File: config.mk
export PLATFORM = sky130hd
export DESIGN_NAME = serial_add_ctrl
export DESIGN_NICKNAME = d
export VERILOG_FILES = /design/src/rtl/serial_add_pkg.sv /design/src/rtl/full_adder.sv /design/src/rtl/serial_add_ctrl.sv
export SDC_FILE = /design/constraint.sdc
export NUM_CORES = 1
export LEC_CHECK = 0
export BUFFER_PORTS_ARGS = -buffer_cell sky130_fd_sc_hd__buf_2
export CAP_MARGIN = 20
export CORE_MARGIN = 5
export CORE_UTILIZATION = 35
export DETAILED_ROUTE_END_ITERATION = 10
export GPL_TIMING_DRIVEN = 0
export PLACE_DENSITY = 0.56
export SYNTH_ARGS = -nofsm -noshare
export SYNTH_HDL_FRONTEND = slang
export SYNTH_SLANG_ARGS = --single-unit
File: constraint.sdc
create_clock -name clk -period 4.41 [get_ports clk]
set_clock_uncertainty 0.15 [all_clocks]
set_input_delay 0.6615 -clock clk [delete_from_list [all_inputs] [get_ports clk]]
set_output_delay 0.6615 -clock clk [all_outputs]
set_load 0.005 [all_outputs]
File: src/rtl/serial_add_pkg.sv
// Shared types and defaults for the bit-serial adder controller.
package serial_add_pkg;

    typedef enum logic [1:0] {
        IDLE = 2'd0,
        RUN  = 2'd1,
        DONE = 2'd2
    } state_t;

    localparam int SERIAL_ADD_WIDTH = 8;

endpackage

File: src/rtl/full_adder.sv
// Single-bit full adder cell, reused every RUN cycle by the serial controller.
module full_adder (
    input  logic a,
    input  logic b,
    input  logic cin,
    output logic s,
    output logic cout
);

    assign s    = a ^ b ^ cin;
    assign cout = (a & b) | (a & cin) | (b & cin);

endmodule

File: src/rtl/serial_add_ctrl.sv
// Bit-serial adder: one full_adder cell stepped LSB-first for WIDTH cycles.
// Optional signed-overflow output enabled by defining SERIAL_ADD_OVF_EN.
module serial_add_ctrl
    import serial_add_pkg::*;
#(
    parameter int WIDTH = SERIAL_ADD_WIDTH
) (
    input  logic             clk,
    input  logic             rst,
    input  logic             start,
    input  logic [WIDTH-1:0] a,
    input  logic [WIDTH-1:0] b,
    input  logic             cin,
    output logic             busy,
    output logic             done,
    output logic [WIDTH-1:0] sum,
    output logic             cout
`ifdef SERIAL_ADD_OVF_EN
    ,
    output logic             ovf
`endif
);

    localparam int CNT_W = $clog2(WIDTH);

    state_t           state, state_nxt;
    logic [WIDTH-1:0] a_sh, b_sh;
    logic [WIDTH-2:0] sum_sh;
    logic [WIDTH-1:0] sum_nxt;
    logic             carry;
    logic [CNT_W-1:0] cnt;
    logic             last;
    logic             fa_s, fa_co;

    full_adder u_fa (
        .a    (a_sh[0]),
        .b    (b_sh[0]),
        .cin  (carry),
        .s    (fa_s),
        .cout (fa_co)
    );

    assign last    = (cnt == CNT_W'(WIDTH - 1));
    // Lower WIDTH-1 result bits live in sum_sh; the MSB comes straight from the cell.
    assign sum_nxt = {fa_s, sum_sh};

    always_ff @(posedge clk) begin
        if (rst) state <= IDLE;
        else     state <= state_nxt;
    end

    always_comb begin
        state_nxt = state;
        case (state)
            IDLE:    if (start) state_nxt = RUN;
            RUN:     if (last)  state_nxt = DONE;
            DONE:    state_nxt = IDLE;
            default: state_nxt = IDLE;
        endcase
    end

    assign busy = (state == RUN);
    assign done = (state == DONE);

    always_ff @(posedge clk) begin
        if (rst) begin
            a_sh   <= '0;
            b_sh   <= '0;
            sum_sh <= '0;
            carry  <= 1'b0;
            cnt    <= '0;
            sum    <= '0;
            cout   <= 1'b0;
`ifdef SERIAL_ADD_OVF_EN
            ovf    <= 1'b0;
`endif
        end else begin
            case (state)
                IDLE: begin
                    if (start) begin
                        a_sh  <= a;
                        b_sh  <= b;
                        carry <= cin;
                        cnt   <= '0;
                    end
                end
                RUN: begin
                    sum_sh <= sum_nxt[WIDTH-1:1];
                    a_sh   <= a_sh >> 1;
                    b_sh   <= b_sh >> 1;
                    carry  <= fa_co;
                    // Counter parks at WIDTH-1 rather than wrapping.
                    if (!last) cnt <= cnt + 1'b1;
                    if (last) begin
                        sum  <= sum_nxt;
                        cout <= fa_co;
`ifdef SERIAL_ADD_OVF_EN
                        ovf  <= carry ^ fa_co;
`endif
                    end
                end
                default: ;
            endcase
        end
    end

endmodule

==> reports/summary.md <==
The worst slack after detailed placement is 2.57 ns. Post-CTS repair changed the size of 0 cells. The HPWL after detailed placement is 2490 um.

Cell count after synthesis: 179. The total clock buffers created by CTS came out at 5. Most numerous cell on the critical path: sky130_fd_sc_hd__buf_2. The antenna cell count came out at 0.

The tools report the nature of the critical path startpoint as a flip-flop. The layout overhead on the synthesized area is 19.6%, and the unique cell type count in the Yosys netlist is 27. Global routing consumed, on the met3 layer, 2.47% of the routing resources.

In this run the number of H-tree levels came out at 2. After layout, the design draws a total of 0.752 mW. In the post-synthesis netlist, the cell with the most instances is sky130_fd_sc_hd__dfxtp_1. The run gives 238 as the final net count.

The largest individual stage delay along the critical path comes from the cell sky130_fd_sc_hd__dfxtp_1. For this run, the leading register cell type out of synthesis is sky130_fd_sc_hd__dfxtp_1. Post-CTS timing repair inserted 0 buffers for setup. The first global-routing pass estimated 6310 um of wire. The number of antenna violations at the first check in global routing is 0, and the largest fanout on the critical path is 10. The tools report the arrival time reported for the critical path endpoint as 1.29 ns. In this run the power density over the cells is 365 nW/um^2.

Dividing the final minimum period by the clock period gives 47.7%. In this design, the stage delay of the slowest critical-path cell is 0.38 ns. At the end of routability-driven placement, the weighted congestion stood at 0.736. For this block, the routed nets add up to 3600 um of wire. Once layout is complete, the cells apart from fillers number 283. The run gives 16.1% as the global routing usage on met1.

The tree is rooted in a sky130_fd_sc_hd__clkbuf_8. Global routing consumed, over all layers together, 12.4% of the routing resources. For the hold violation count in the final report, the log shows 0. The part of the Yosys area used for sequential elements came out at 44.2%. The tools report the static leakage as 0.818 nW. For the number of placement rows, the log shows 25.

Derived from the worst setup path, the maximum achievable clock frequency is 475 MHz. The cell area after layout was 2060 sq um; the register-to-register path setup slack was 2.56 ns. The commonest cells after synthesis are sky130_fd_sc_hd__dfxtp_1, sky130_fd_sc_hd__nand2_1, sky130_fd_sc_hd__a21oi_1, sky130_fd_sc_hd__nor2_1, sky130_fd_sc_hd__mux2i_1.

From left edge to right edge, the die measures 80.1 um. The synthesized design contains 0 enable-type register cells. The tool flagged a number of max-cap violations equal to 0. For the finished layout, the period the worst path requires is 2.10 ns. The net count after synthesis is 202, and the slew at the pin closest to its max-slew limit is 0.683 ns.

Before antenna repair, the detailed router went through 4 iterations. The area share of the leading cell type in the synthesized netlist was 44.2%. The global routing stage identified its most utilized layer as met2. After synthesis the cells add up to 1720 sq um.

The total count of max-transition violations in the final report was 0; the cell area reported after detailed placement was 1950 sq um. For this run, asynchronously set or reset flops after synthesis account for 0%. The count of state elements after synthesis works out to 38.

Setup repair after global routing left no endpoint under its margin. After routing, the total negative slack on setup checks comes to 0 ns. The boundary pin count is 31.

Entering global routing, the biggest net connects 13 pins. For this run, global-route usage on met2 was measured as 19.3%. The final-layout worst hold slack is 0.305 ns, and the die footprint is 6420 sq um.

The worst setup path is captured at an output port. For the post-placement cell count, the log shows 275. Area of the core region: 4750 sq um. In this run the tightest slew margin relative to its limit is 54.5%.

The die height works out to 80.1 um. In the final layout, the share of cells above drive strength 1 is 30.1%. For this design, the sink count on the clock tree is 38. The required time of the worst setup path was 3.60 ns; the DRC marker count from the first detailed-route iteration was 112. The initial utilization of the core area, before any placement, comes to 36.2%. The flow ran to the end, and the final reports show no timing, DRC or antenna violations. The largest total area in the synthesized netlist belongs to sky130_fd_sc_hd__dfxtp_1. At the end of the flow the core is filled with cells to 43.3%. After synthesis, the cell types taking the most area are sky130_fd_sc_hd__dfxtp_1, sky130_fd_sc_hd__a211oi_2, sky130_fd_sc_hd__mux2i_1, sky130_fd_sc_hd__nand2_1, sky130_fd_sc_hd__a21oi_1.

The tightest min-delay check is of the flip-flop to flip-flop type. The count of warnings emitted by yosys is 0. After detailed routing, the number of vias per cell comes to 4.75. Dividing the detail-routed wire length by the instance count gives 12.7 um. Setup violations remaining at the end of the flow were counted as 0. After detailed routing, the number of remaining DRC violations is 0.

The via count of the first global-routing pass is 1398, and the clock transition time at the flip-flop clock pins of the worst setup and hold paths is 0.08 ns. The clock passes through at most 2 buffers. The start-to-end type of the worst setup path is flip-flop to output port. Buffers placed on the I/O ports in this run total 29. Traced cell by cell, the critical path runs through nand2b_1 > buf_2 > inv_4 > buf_6 > buf_2. Once routing completed, OpenROAD measured the worst setup slack at 2.31 ns.

Once detail routing completed, the nets flagged for antenna violations numbered 0. The average instance area after synthesis was 9.61 sq um; the total vias in the final route was 1343. The total overflow left after global routing is 0. Clock latency on the worst-skew pair, taken at its later pin, is 0.29 ns. The worst-case IR drop observed on VDD is 0.162 mV. TritonCTS built the clock tree. In this run, post-CTS hold repair placed 0 buffers.
## layer usage
metal | vias to the layer above | wire length (um)
li1 | 698 | -
met1 | 619 | 1820
met2 | 18 | 1620
met3 | 8 | 84
met4 | 0 | 81
met5 | - | 0
## power by group
| part | internal (mW) | switching [mW] |
|---|---|---|
| clock network | 0.166 | 0.123 |
| logic | 0.0440 | 0.0501 |
| registers | 0.359 | 0.00946 |
## layout by cell type (no fill, tap or decap), types with 2 or more instances in the layout
cell type                  count
sky130_fd_sc_hd__clkinv_2      2
sky130_fd_sc_hd__a31oi_1       3
sky130_fd_sc_hd__mux2i_1      16
sky130_fd_sc_hd__a211oi_2     15
sky130_fd_sc_hd__dfxtp_1      38
sky130_fd_sc_hd__a21oi_1      19
sky130_fd_sc_hd__nand2_1      26
sky130_fd_sc_hd__buf_2        32
sky130_fd_sc_hd__nand3_1      13
sky130_fd_sc_hd__buf_6         6
sky130_fd_sc_hd__nor2_1       19
sky130_fd_sc_hd__clkbuf_8      5
sky130_fd_sc_hd__ha_1          2
sky130_fd_sc_hd__clkbuf_1      4
## final cells by class
type / instances / area (sq um)
flip-flops and latches: 38 / 761
clock inverters: 3 / 40.0
multi-input cells: 124 / 825
clock buffers: 5 / 68.8
well taps: 67 / 83.8
inverters: 2 / 10.0
plain buffers: 15 / 125
repair buffers: 29 / 145
fillers: 500 / 2700
## flip-flops by register name (all words and copies together) (netlist names)
name	cells
b_sh	8
carry	1
cnt	3
sum_sh	7
state	2
a_sh	8
cout	1
sum	8
## final timing paths
path,from,end,cells after the start
max,state[0],busy,5
min,sum[4],sum[4],2
max reg2reg,cnt[0],sum[6],6
min reg2reg,sum[4],sum[4],2
## logic make-up after synthesis
logic type	synth area share, %
adders and majority gates	2.62
AOI/OAI and AO/OA	19.2
and+or+nand+nor	16.8
DFF	44.2
buffers and inverters	7.85
muxes	9.31
## worst max-delay path: cells and delay by family, from the launching register on
kind,cells,cell delay (ns)
flops,1,0.38
buf+inv,4,0.57
simple gates,1,0.07
(Power assumes the default switching activity.)
